$ cat config.mk
export PLATFORM = sky130hd
export DESIGN_NAME = uart_prog_loader_flat
export DESIGN_NICKNAME = d
export VERILOG_FILES = /design/src/rtl/uart_prog_loader_pkg.sv /design/src/rtl/uart_prog_loader_if.sv /design/src/rtl/uart_prog_loader_rx.sv /design/src/rtl/uart_prog_loader.sv /design/src/flat_wrapper.sv
export SDC_FILE = /design/constraint.sdc
export NUM_CORES = 1
export LEC_CHECK = 0
export CAP_MARGIN = 20
export CELL_PAD_IN_SITES_DETAIL_PLACEMENT = 1
export CELL_PAD_IN_SITES_GLOBAL_PLACEMENT = 2
export CORE_MARGIN = 1.5
export CORE_UTILIZATION = 43
export DETAILED_ROUTE_END_ITERATION = 6
export DONT_BUFFER_PORTS = 1
export PLACE_DENSITY = 0.95
export SYNTH_ARGS = -nofsm -noshare
export SYNTH_HDL_FRONTEND = slang
export SYNTH_HIERARCHICAL = 1
export SYNTH_SLANG_ARGS = --single-unit
$ cat constraint.sdc
create_clock -name clk -period 4.4 [get_ports clk]
set_input_delay 0.88 -clock clk [delete_from_list [all_inputs] [get_ports clk]]
set_output_delay 0.88 -clock clk [all_outputs]
set_load 0.03 [all_outputs]
$ cat src/rtl/uart_prog_loader_pkg.sv
// Shared types for the UART program loader.
// Frame states, receiver states and frame constants.
package tinyriscv_loader_pkg;

  localparam logic [7:0] SYNC_BYTE = 8'hA5;
  localparam int LOADER_CNT_W = 16;

  typedef enum logic [2:0] {
    S_IDLE,
    S_LEN0,
    S_LEN1,
    S_DATA,
    S_WRITE,
    S_CSUM,
    S_DONE,
    S_ERR
  } loader_state_e;

  typedef enum logic [1:0] {
    RX_IDLE,
    RX_START,
    RX_BITS,
    RX_STOP
  } rx_state_e;

endpackage

$ cat src/rtl/uart_prog_loader_if.sv
// ROM write port driven by the program loader.
// Master issues word writes; slave returns the grant.
interface uart_prog_loader_if;

  logic        mem_req_o;
  logic        mem_we_o;
  logic [31:0] mem_addr_o;
  logic [31:0] mem_data_o;
  logic        mem_gnt_i;

  modport master (
    output mem_req_o,
    output mem_we_o,
    output mem_addr_o,
    output mem_data_o,
    input  mem_gnt_i
  );

  modport slave (
    input  mem_req_o,
    input  mem_we_o,
    input  mem_addr_o,
    input  mem_data_o,
    output mem_gnt_i
  );

endinterface

$ cat src/rtl/uart_prog_loader_rx.sv
// 8N1 UART byte receiver with input synchroniser.
// Emits a one-cycle rx_valid_o or frame_err_o per byte.
module uart_rx_byte
  import tinyriscv_loader_pkg::*;
#(
  parameter int DIV = 434
) (
  input  logic       clk,
  input  logic       rst,
  input  logic       rx_i,
  output logic       rx_valid_o,
  output logic [7:0] rx_data_o,
  output logic       frame_err_o
);

  localparam int CW = $clog2(DIV + 1);
  localparam logic [CW-1:0] HALF = CW'(DIV / 2 - 1);
  localparam logic [CW-1:0] FULL = CW'(DIV - 1);

  // [1] is the synchronised line, [2] its previous value
  logic [2:0]    sync_q;
  rx_state_e     st_q, st_d;
  logic [CW-1:0] cnt_q, cnt_d;
  logic [2:0]    bit_q, bit_d;
  logic [7:0]    sh_q, sh_d;
  logic          valid_q, valid_d;
  logic          ferr_q, ferr_d;
  logic          rx_s, fall;

  assign rx_s        = sync_q[1];
  assign fall        = sync_q[2] & ~sync_q[1];
  assign rx_valid_o  = valid_q;
  assign frame_err_o = ferr_q;
  assign rx_data_o   = sh_q;

  always_ff @(posedge clk or negedge rst) begin
    if (!rst) begin
      sync_q  <= 3'b111;
      st_q    <= RX_IDLE;
      cnt_q   <= '0;
      bit_q   <= '0;
      sh_q    <= '0;
      valid_q <= 1'b0;
      ferr_q  <= 1'b0;
    end else begin
      sync_q  <= {sync_q[1:0], rx_i};
      st_q    <= st_d;
      cnt_q   <= cnt_d;
      bit_q   <= bit_d;
      sh_q    <= sh_d;
      valid_q <= valid_d;
      ferr_q  <= ferr_d;
    end
  end

  always_comb begin
    st_d    = st_q;
    cnt_d   = cnt_q + 1'b1;
    bit_d   = bit_q;
    sh_d    = sh_q;
    valid_d = 1'b0;
    ferr_d  = 1'b0;
    unique case (st_q)
      RX_IDLE: begin
        cnt_d = '0;
        if (fall) st_d = RX_START;
      end
      RX_START: begin
        if (cnt_q == HALF) begin
          cnt_d = '0;
          bit_d = '0;
          st_d  = rx_s ? RX_IDLE : RX_BITS;
        end
      end
      RX_BITS: begin
        if (cnt_q == FULL) begin
          cnt_d = '0;
          sh_d  = {rx_s, sh_q[7:1]};
          bit_d = bit_q + 3'd1;
          if (bit_q == 3'd7) st_d = RX_STOP;
        end
      end
      RX_STOP: begin
        if (cnt_q == FULL) begin
          cnt_d   = '0;
          st_d    = RX_IDLE;
          valid_d = rx_s;
          ferr_d  = ~rx_s;
        end
      end
    endcase
  end

endmodule

$ cat src/rtl/uart_prog_loader.sv
// Boot-time loader: UART frame in, ROM word writes out.
// Holds the core while a frame is in progress.
module uart_prog_loader
  import tinyriscv_loader_pkg::*;
#(
  parameter int          CLK_FREQ  = 50_000_000,
  parameter int          BAUD      = 115_200,
  parameter logic [31:0] ROM_BASE  = 32'h0000_0000,
  parameter int          MAX_WORDS = 4096
) (
  input  logic                    clk,
  input  logic                    rst,
  input  logic                    load_en_i,
  input  logic                    uart_rx_i,
  uart_prog_loader_if.master      mem,
  output logic                    core_hold_o,
  output logic                    done_o,
  output logic                    err_o,
  output logic [LOADER_CNT_W-1:0] word_cnt_o
);

  localparam logic [16:0] MAXW = 17'(MAX_WORDS);

  logic       rx_valid, frame_err;
  logic [7:0] rx_data;

  uart_rx_byte #(.DIV(CLK_FREQ / BAUD)) u_rx (
    .clk         (clk),
    .rst         (rst),
    .rx_i        (uart_rx_i),
    .rx_valid_o  (rx_valid),
    .rx_data_o   (rx_data),
    .frame_err_o (frame_err)
  );

  loader_state_e st_q, st_d;
  logic [15:0] len_q, len_d;
  logic [15:0] cnt_q, cnt_d;
  logic [1:0]  lane_q, lane_d;
  logic [31:0] word_q, word_d;
  logic [31:0] addr_q, addr_d;
  logic [7:0]  csum_q, csum_d;
  logic        req_q, req_d;
  logic        done_q, done_d;
  logic        err_q, err_d;
  logic        hold_q, hold_d;
  logic        abort;
  logic [15:0] n_new;

  assign mem.mem_req_o  = req_q;
  assign mem.mem_we_o   = req_q;
  assign mem.mem_addr_o = addr_q;
  assign mem.mem_data_o = word_q;
  assign core_hold_o    = hold_q;
  assign done_o         = done_q;
  assign err_o          = err_q;
  assign word_cnt_o     = cnt_q;
  assign n_new          = {rx_data, len_q[7:0]};

  always_ff @(posedge clk or negedge rst) begin
    if (!rst) begin
      st_q   <= S_IDLE;
      len_q  <= '0;
      cnt_q  <= '0;
      lane_q <= '0;
      word_q <= '0;
      addr_q <= '0;
      csum_q <= '0;
      req_q  <= 1'b0;
      done_q <= 1'b0;
      err_q  <= 1'b0;
      hold_q <= 1'b0;
    end else begin
      st_q   <= st_d;
      len_q  <= len_d;
      cnt_q  <= cnt_d;
      lane_q <= lane_d;
      word_q <= word_d;
      addr_q <= addr_d;
      csum_q <= csum_d;
      req_q  <= req_d;
      done_q <= done_d;
      err_q  <= err_d;
      hold_q <= hold_d;
    end
  end

  // a byte arriving during WRITE has nowhere to go: treat as overrun
  assign abort = (st_q != S_IDLE) && (st_q != S_DONE)
              && (st_q != S_ERR)
              && (!load_en_i || frame_err
                  || (st_q == S_WRITE && rx_valid));

  always_comb begin
    st_d   = st_q;
    len_d  = len_q;
    cnt_d  = cnt_q;
    lane_d = lane_q;
    word_d = word_q;
    addr_d = addr_q;
    csum_d = csum_q;
    req_d  = req_q;
    done_d = done_q;
    err_d  = err_q;
    hold_d = hold_q;
    if (abort) begin
      st_d = S_ERR;
    end else begin
      unique case (st_q)
        S_IDLE: begin
          if (rx_valid && load_en_i && rx_data == SYNC_BYTE) begin
            st_d   = S_LEN0;
            done_d = 1'b0;
            err_d  = 1'b0;
            cnt_d  = '0;
            lane_d = '0;
            csum_d = '0;
            hold_d = 1'b1;
          end
        end
        S_LEN0: begin
          if (rx_valid) begin
            len_d[7:0] = rx_data;
            st_d       = S_LEN1;
          end
        end
        S_LEN1: begin
          if (rx_valid) begin
            len_d[15:8] = rx_data;
            if (n_new == '0 || {1'b0, n_new} > MAXW)
              st_d = S_ERR;
            else
              st_d = S_DATA;
          end
        end
        S_DATA: begin
          if (rx_valid) begin
            // little-endian: first byte ends up in [7:0]
            csum_d = csum_q ^ rx_data;
            word_d = {rx_data, word_q[31:8]};
            lane_d = lane_q + 2'd1;
            if (lane_q == 2'd3) begin
              req_d  = 1'b1;
              addr_d = ROM_BASE + {14'b0, cnt_q, 2'b00};
              st_d   = S_WRITE;
            end
          end
        end
        S_WRITE: begin
          if (mem.mem_gnt_i) begin
            req_d = 1'b0;
            cnt_d = cnt_q + 16'd1;
            st_d  = (cnt_q + 16'd1 == len_q) ? S_CSUM : S_DATA;
          end
        end
        S_CSUM: begin
          if (rx_valid)
            st_d = (rx_data == csum_q) ? S_DONE : S_ERR;
        end
        S_DONE, S_ERR: st_d = S_IDLE;
      endcase
    end
    if (st_d == S_ERR) begin
      err_d  = 1'b1;
      hold_d = 1'b0;
      req_d  = 1'b0;
    end
    if (st_d == S_DONE) begin
      done_d = 1'b1;
      hold_d = 1'b0;
    end
  end

endmodule

$ cat src/flat_wrapper.sv
// flat-port wrapper written by rule: the top's interface ports become plain ports
module uart_prog_loader_flat import tinyriscv_loader_pkg::*;
#(
  parameter int          CLK_FREQ  = 50_000_000,
  parameter int          BAUD      = 115_200,
  parameter logic [31:0] ROM_BASE  = 32'h0000_0000,
  parameter int          MAX_WORDS = 4096
)
  (clk, rst, load_en_i, uart_rx_i, core_hold_o, done_o, err_o, word_cnt_o, mem_mem_req_o, mem_mem_we_o, mem_mem_addr_o, mem_mem_data_o, mem_mem_gnt_i);
  uart_prog_loader_if mem_i ();
  input  logic clk;
  input  logic rst;
  input  logic load_en_i;
  input  logic uart_rx_i;
  output logic core_hold_o;
  output logic done_o;
  output logic err_o;
  output logic [LOADER_CNT_W-1:0] word_cnt_o;
  output wire logic [$bits(mem_i.mem_req_o)-1:0] mem_mem_req_o;
  output wire logic [$bits(mem_i.mem_we_o)-1:0] mem_mem_we_o;
  output wire logic [$bits(mem_i.mem_addr_o)-1:0] mem_mem_addr_o;
  output wire logic [$bits(mem_i.mem_data_o)-1:0] mem_mem_data_o;
  input wire logic [$bits(mem_i.mem_gnt_i)-1:0] mem_mem_gnt_i;
  assign mem_mem_req_o = mem_i.mem_req_o;
  assign mem_mem_we_o = mem_i.mem_we_o;
  assign mem_mem_addr_o = mem_i.mem_addr_o;
  assign mem_mem_data_o = mem_i.mem_data_o;
  assign mem_i.mem_gnt_i = mem_mem_gnt_i;
  uart_prog_loader #(.CLK_FREQ(CLK_FREQ), .BAUD(BAUD), .ROM_BASE(ROM_BASE), .MAX_WORDS(MAX_WORDS)) u_core (.clk(clk), .rst(rst), .load_en_i(load_en_i), .uart_rx_i(uart_rx_i), .mem(mem_i), .core_hold_o(core_hold_o), .done_o(done_o), .err_o(err_o), .word_cnt_o(word_cnt_o));
endmodule
After elaboration in Yosys (flattened, before gate mapping):

Cells that the tools add are included.

* add/sub/neg operators: 4
* $lt $le $gt $ge: 1
* eq/ne operators: 35
* mux-type cells: 54
* bitwise gates (word level): 4
* reduce and logical (&&, ||, !) cells: 39

Operators with widths (count)
* $mux 3: 12
* $mux 16: 2
* $pmux 16 s2: 1
* $pmux 9 s3: 1
* $eq 3x3->1 const B: 7
* $pmux 3 s7: 1
* $reduce_and 3->1: 7
* $mux 1: 20
* $mux 9: 2
* $ne 2x2->1 const B: 9
* $add 16x1->16 const B: 1
* $eq 16x16->1: 1
* $gt 16x13->1 const B: 1
* $logic_not 16->1: 1
* $mux 2: 8
* $mux 8: 2
* $pmux 8 s2: 1
* $reduce_bool 2->1: 7
* $ne 3x3->1 const B: 4
* $reduce_and 4->1: 3
* $reduce_bool 3->1: 4
* $reduce_and 5->1: 2
* $add 9x1->9 const B: 1
* $eq 9x8->1 const B: 1
* 26 further kinds: 38

* register bits after elaboration: 124
* input port bits: 5
* output and inout bits: 85
* logic and storage cells: 156

Depth between registers and ports, before layout:

* depth after elaboration: 9
* mapped depth: 10
* mapped depth without buffers: 8

Cells and area by module:

The synthesis kept the hierarchy.

Modules (own cells, without submodules)
* uart_prog_loader: times used 1, cells an instance 514, area an instance 4979.8 um2, seq. area each 2427.3 um2
* uart_rx_byte: times used 1, cells an instance 102, area an instance 1182.4 um2, seq. area each 679.4 um2

Least setup slack after synthesis:

Ideal clock, no wire load.

* path kind: reg-to-reg
* start: reg u_core.cnt_q[0], in the netlist u_core/word_cnt_o[0]
* end: reg u_core.req_q, in the netlist u_core/mem.mem_req_o
* setup time: 0.124 ns
* data arrival time: 2.320 ns
* data required time: 4.276 ns
* setup slack: 1.956 ns
* stages on the path, launching flop included: 9
* buffers on the path: 0
* clock period less this slack: 2.444 ns
* cell sequence: dfrtp_1 > ha_1 > nand3_2 > or4_4 > o21ai_1 > nor4_2 > a31oi_2 > o211ai_2 > a21boi_2

* word-level cells in the longest chain between the ends: 9
* elaborated cells on any way between the ends: 14
* those cells by class: add/sub: 1; eq/ne: 6; mux: 5; reduce/logical: 2

Ends and longest elaborated chain
* start: declaration: line uart_prog_loader.sv:38 `logic [15:0] cnt_q, cnt_d;`
* start signal: assignment: line uart_prog_loader.sv:76 `cnt_q <= cnt_d;`
* $add 16x1->16 *: line uart_prog_loader.sv:153 `st_d = (cnt_q + 16'd1 == len_q) ? S_CSUM : S_DATA;`
* $eq 16x16->1 *: line uart_prog_loader.sv:153
* $mux 3 *: line uart_prog_loader.sv:153
* $mux 3 *: line uart_prog_loader.sv:150 `if (mem.mem_gnt_i) begin`
* $pmux 3 s7 *: line uart_prog_loader.sv:109 `unique case (st_q)`
* $mux 3 *: line uart_prog_loader.sv:106 `if (abort) begin`
* via u_core.st_d[1]: line uart_prog_loader.sv:36 `loader_state_e st_q, st_d;`
* $eq 3x3->1 *: line uart_prog_loader.sv:163 `if (st_d == S_ERR) begin`
* $ne 3x1->1 (no source line) (tied with other cells)
* $reduce_and 5->1 (no source line)
* end signal: assignment: line uart_prog_loader.sv:81 `req_q <= req_d;`
* end: declaration: line uart_prog_loader.sv:43 `logic req_q, req_d;`

Mark *: on every way through the listed nets, which the timed path passes. The rest lies on a longest branch.
A chain may end at the register's enable or synchronous reset.

Final worst setup path:

* start: reg u_core.st_q[0]
* end: reg u_core.word_q[11], in the netlist u_core/mem.mem_data_o[11]

* word-level cells in the longest chain between the ends: 6
* elaborated cells on any way between the ends: 12
* those cells by class: eq/ne: 4; bitwise: 1; reduce/logical: 7

Ends and longest elaborated chain
* start: declaration: line uart_prog_loader.sv:36
* start signal: assignment: line uart_prog_loader.sv:74 `st_q <= st_d;`
* $ne 3x3->1 (tied with other cells): line uart_prog_loader.sv:89 `assign abort = (st_q != S_IDLE) && (st_q != S_DONE)`
* $logic_and 1x1->1 (on tied branches): line uart_prog_loader.sv:89, uart_prog_loader.sv:92
* $logic_and 1x1->1 / $logic_or 1x1->1 (equally long branches): line uart_prog_loader.sv:90, uart_prog_loader.sv:92
* $logic_and 1x1->1: line uart_prog_loader.sv:91 `&& (!load_en_i || frame_err`
* $not 1->1 (no source line)
* $reduce_and 3->1 (no source line) *
* end signal: assignment: line uart_prog_loader.sv:78 `word_q <= word_d;`
* end: declaration: line uart_prog_loader.sv:40 `logic [31:0] word_q, word_d;`

Mark *: on every way between the ends. The rest lies on a longest branch, timed or not.

==> out/qor.csv <==
stage,metric,value,unit
synth,Gate Count Post-Synth,616,
worst_setup_path,Crit path top cell by count,nand2_1,
die,chip height,122.7,um
synth,Post-Syn Area,6162,sq um
clocking,Post-CTS Hold Fix Bufs,0,
worst_setup_path,R2R Setup Slk,1.46,ns
sta,Tmin final,2.935,ns
place,GPL Wtd Cong,0.8691,
sta,Tcrit/Tclk final,0.6671,
global_route,vias in the first global route,4775,
clocking,Setup Buffers After CTS,0,
synth,synth warn,6,
layout,Layout Utilization,0.4913,
place,I/O Buffers,0,
worst_setup_path,Worst path slowest cell,nor2_2,
global_route,first-pass GRT wire length,24.34,mm
clocking,Num CTS Buffers,17,
die,starting density of the core,0.4422,
job,MaxCap Viol Count,0,
sta,hold_ws,0.1644,ns
routing,vias per inst,5.643,
layout,share of cells above drive strength 1,0.1532,
routing,DR vias,4514,
pwr,Lkg Pwr,3.202,nW
worst_setup_path,r2r endpoint,u_core/mem.mem_data_o[11],
routing,Detailed Route Iter0 Violations,277,
worst_setup_path,RR Startpoint,u_core/st_q[0],
synth,prevailing post-synth register cell,dfrtp_1,
clocking,Resized cells post-CTS,0,
die,num ports,90,
worst_setup_path,Critical Path AT,3.29,ns
sta,Fin. Hold Viols,0,
worst_hold_path,worst min-delay path category,input pin to async pin,
global_route,pin count of the biggest net entering global routing,125,
global_route,GRT Util Overall,0.2085,
worst_setup_path,CP Launch Type,register,
synth,Post-synth EDFFs,0,
worst_setup_path,Setup CP Type,register to register,
clocking,Max Buffers Root-to-Sink,2,
synth,synth unique cells,77,
synth,Post-synth ARST share,1.000,
die,# rows,43,
synth,Yosys reg bits,124,
sta,clk_skew,0.006250,ns
clocking,CTS tree,built,
sta,worst-margin pin slew,0.8497,ns
clocking,later-pin clock latency in the skew report,0.42,ns
worst_setup_path,crit-path max cell delay,0.70,ns
place,Post-DP HPWL,9.685,mm
routing,WL/cell,18.32,um
global_route,aggregate global routing overflow,0,
global_route,initial antenna violation count,0,
pwr,Tot Pwr,2.689,mW
layout,nets@finish,619,
die,DIE WIDTH,122.7,um
routing,Routed WL,14.66,mm
sta,setup tns final,0,ns
routing,First-pass DRT Iterations,4,
sta,Final setup viols,0,
sta,slew margin rel.,0.4329,
clocking,Sink Count,124,
pwr,PD cells,392.7,nW/um^2
routing,drc violations,0,
routing,Routed Antenna Nets,0,
die,Core ar.,13930,sq um
sta,unrepaired setup endpoints after global routing,false,
synth,sequential cell area fraction in the yosys report,0.5042,
worst_setup_path,CP max FO,20,
die,Die Footprint,15060,sq um
layout,Layout area overhead,11.11,%
clocking,clock slew at reported path FFs,0.06,ns
clocking,CTS root buf,clkbuf_16,
sta,fin. max-slew vios,0,
synth,syn avg cell area,10.00,sq um
status,outcome,completed,
pwr,Worst VDD drop,0.0003409,V
sta,highest clock rate,0.3407,GHz
worst_setup_path,Crit. End Element,register,
worst_setup_path,Critical Path RT,4.75,ns
worst_setup_path,Worst Reg2Reg Path Length in Cells,7,
layout,# diodes,0,
worst_setup_path,crit-path cells,and3b_1 > o32ai_2 > nand2_1 > nor2_2 > buf_4 > nand2_1 > nand2_1,
clocking,htree depth,4,
-- sequential cells by signal (all words and copies together), names as in the netlist, 2 cells and up, named ones only --
name	count
u_core/u_rx/rx_data_o	8
u_core/csum_q	8
u_core/u_rx/bit_q	3
u_core/mem.mem_data_o	32
u_core/u_rx/sync_q	3
u_core/lane_q	2
u_core/mem.mem_addr_o	16
u_core/st_q	3
u_core/word_cnt_o	16
u_core/len_q	16
u_core/u_rx/cnt_q	9
-- synthesized netlist by cell type, types with 5 or more instances --
master / instances / area [sq um]
nand2_1: 128 / 480.5
dfrtp_1: 121 / 3028
o21ai_0: 47 / 235.2
mux2_2: 38 / 427.9
nor2_1: 32 / 120.1
xnor2_1: 30 / 262.8
buf_4: 20 / 150.1
nand3_1: 19 / 95.09
buf_2: 13 / 65.06
clkbuf_1: 13 / 48.80
inv_1: 13 / 48.80
a21oi_1: 9 / 45.04
o31ai_1: 9 / 67.56
ha_1: 7 / 87.58
nand4_1: 7 / 43.79
nor3_1: 7 / 35.03
nor2b_1: 6 / 37.54
nor4_1: 6 / 37.54
a211oi_1: 5 / 37.54
-- kinds of logic (layout without fill, tap and decap cells) --
logic type / after synthesis / after routing / synth area share
other: 1 / 16 / 0.0006086
buffers and inverters: 61 / 50 / 0.05320
AND/OR/NAND/NOR: 244 / 244 / 0.1951
XOR/XNOR: 34 / 34 / 0.04832
multiplexers: 39 / 39 / 0.07107
flip-flops: 124 / 124 / 0.5042
adder cells (fa/ha/maj): 7 / 7 / 0.01421
AO/OA/AOI/OAI: 106 / 106 / 0.1133
-- critical path, delay by kind of cell (launching register included) --
kind / cells / cell delay, ns
AOI/OAI and AO/OA: 1 / 0.64
buffers and inverters: 1 / 0.33
and+or+nand+nor: 5 / 1.33
DFF: 1 / 0.55
-- per-layer routing --
metal | part of all wire | vias up | global-route usage
met3 | 0.053 | 17 | 0.06087
met1 | 0.42 | 2297 | 0.2514
met2 | 0.51 | 120 | 0.3528
met5 | 0 | - | 0
met4 | 0.016 | 0 | 0.07631
li1 | - | 2080 | -
-- area by class of cell --
class,instances,area [sq um]
repair buffers,4,30.03
fillers,1549,7088
clock inverters,10,161.4
clock buffers,22,484.2
well taps,180,225.2
inverters,14,52.55
flip-flops and latches,124,3107
multi-input cells,446,2786
-- cell usage in the layout (no fill, tap or decap), drive strengths merged, types with 6 or more instances in the layout --
cell    netlist  routed
o31ai         9       9
nor2b         6       6
clkbuf       13      22
xnor2        30      30
nand3        21      21
conb          1      16
a21oi         9       9
nand2       128     128
dfrtp       121     121
nor4          8       8
nor3          8       8
inv          14      14
nand4        10      10
mux2         38      38
ha            7       7
nor2         33      33
o21ai        49      49
-- worst max-delay path by stage --
stage / from / to / slack (ns)
2_1_floorplan: u_core/word_cnt_o[0] / u_core/mem.mem_req_o / 1.96
3_3_place_gp: load_en_i / u_core/mem.mem_data_o[21] / 1.49
3_5_place_dp: load_en_i / u_core/mem.mem_data_o[22] / 1.32
4_1_cts: u_core/word_cnt_o[2] / u_core/mem.mem_req_o / 1.45
5_1_grt: u_core/word_cnt_o[0] / u_core/mem.mem_req_o / 1.19
6_report: u_core/st_q[0] / u_core/mem.mem_data_o[11] / 1.46
-- report_power, final --
part / switching [mW] / internal [mW] / total, mW
sequential: 0.00485 / 1.15 / 1.15
combinational: 0.0289 / 0.00737 / 0.0363
clock: 0.495 / 1.01 / 1.50
total: 0.528 / 2.16 / 2.69
-- through the flow --
stage / std cells / instance area (sq um) / worst slack (ns)
2_1_floorplan: 631 / 6218 / 1.956
3_3_place_gp: 767 / 6193 / 1.487
3_5_place_dp: 767 / 6193 / 1.320
4_1_cts: 799 / 6839 / 1.453
5_1_grt: 800 / 6847 / 1.189
6_report: 800 / 6847 / 1.465
Note: power is estimated with default switching activity, not from simulation.
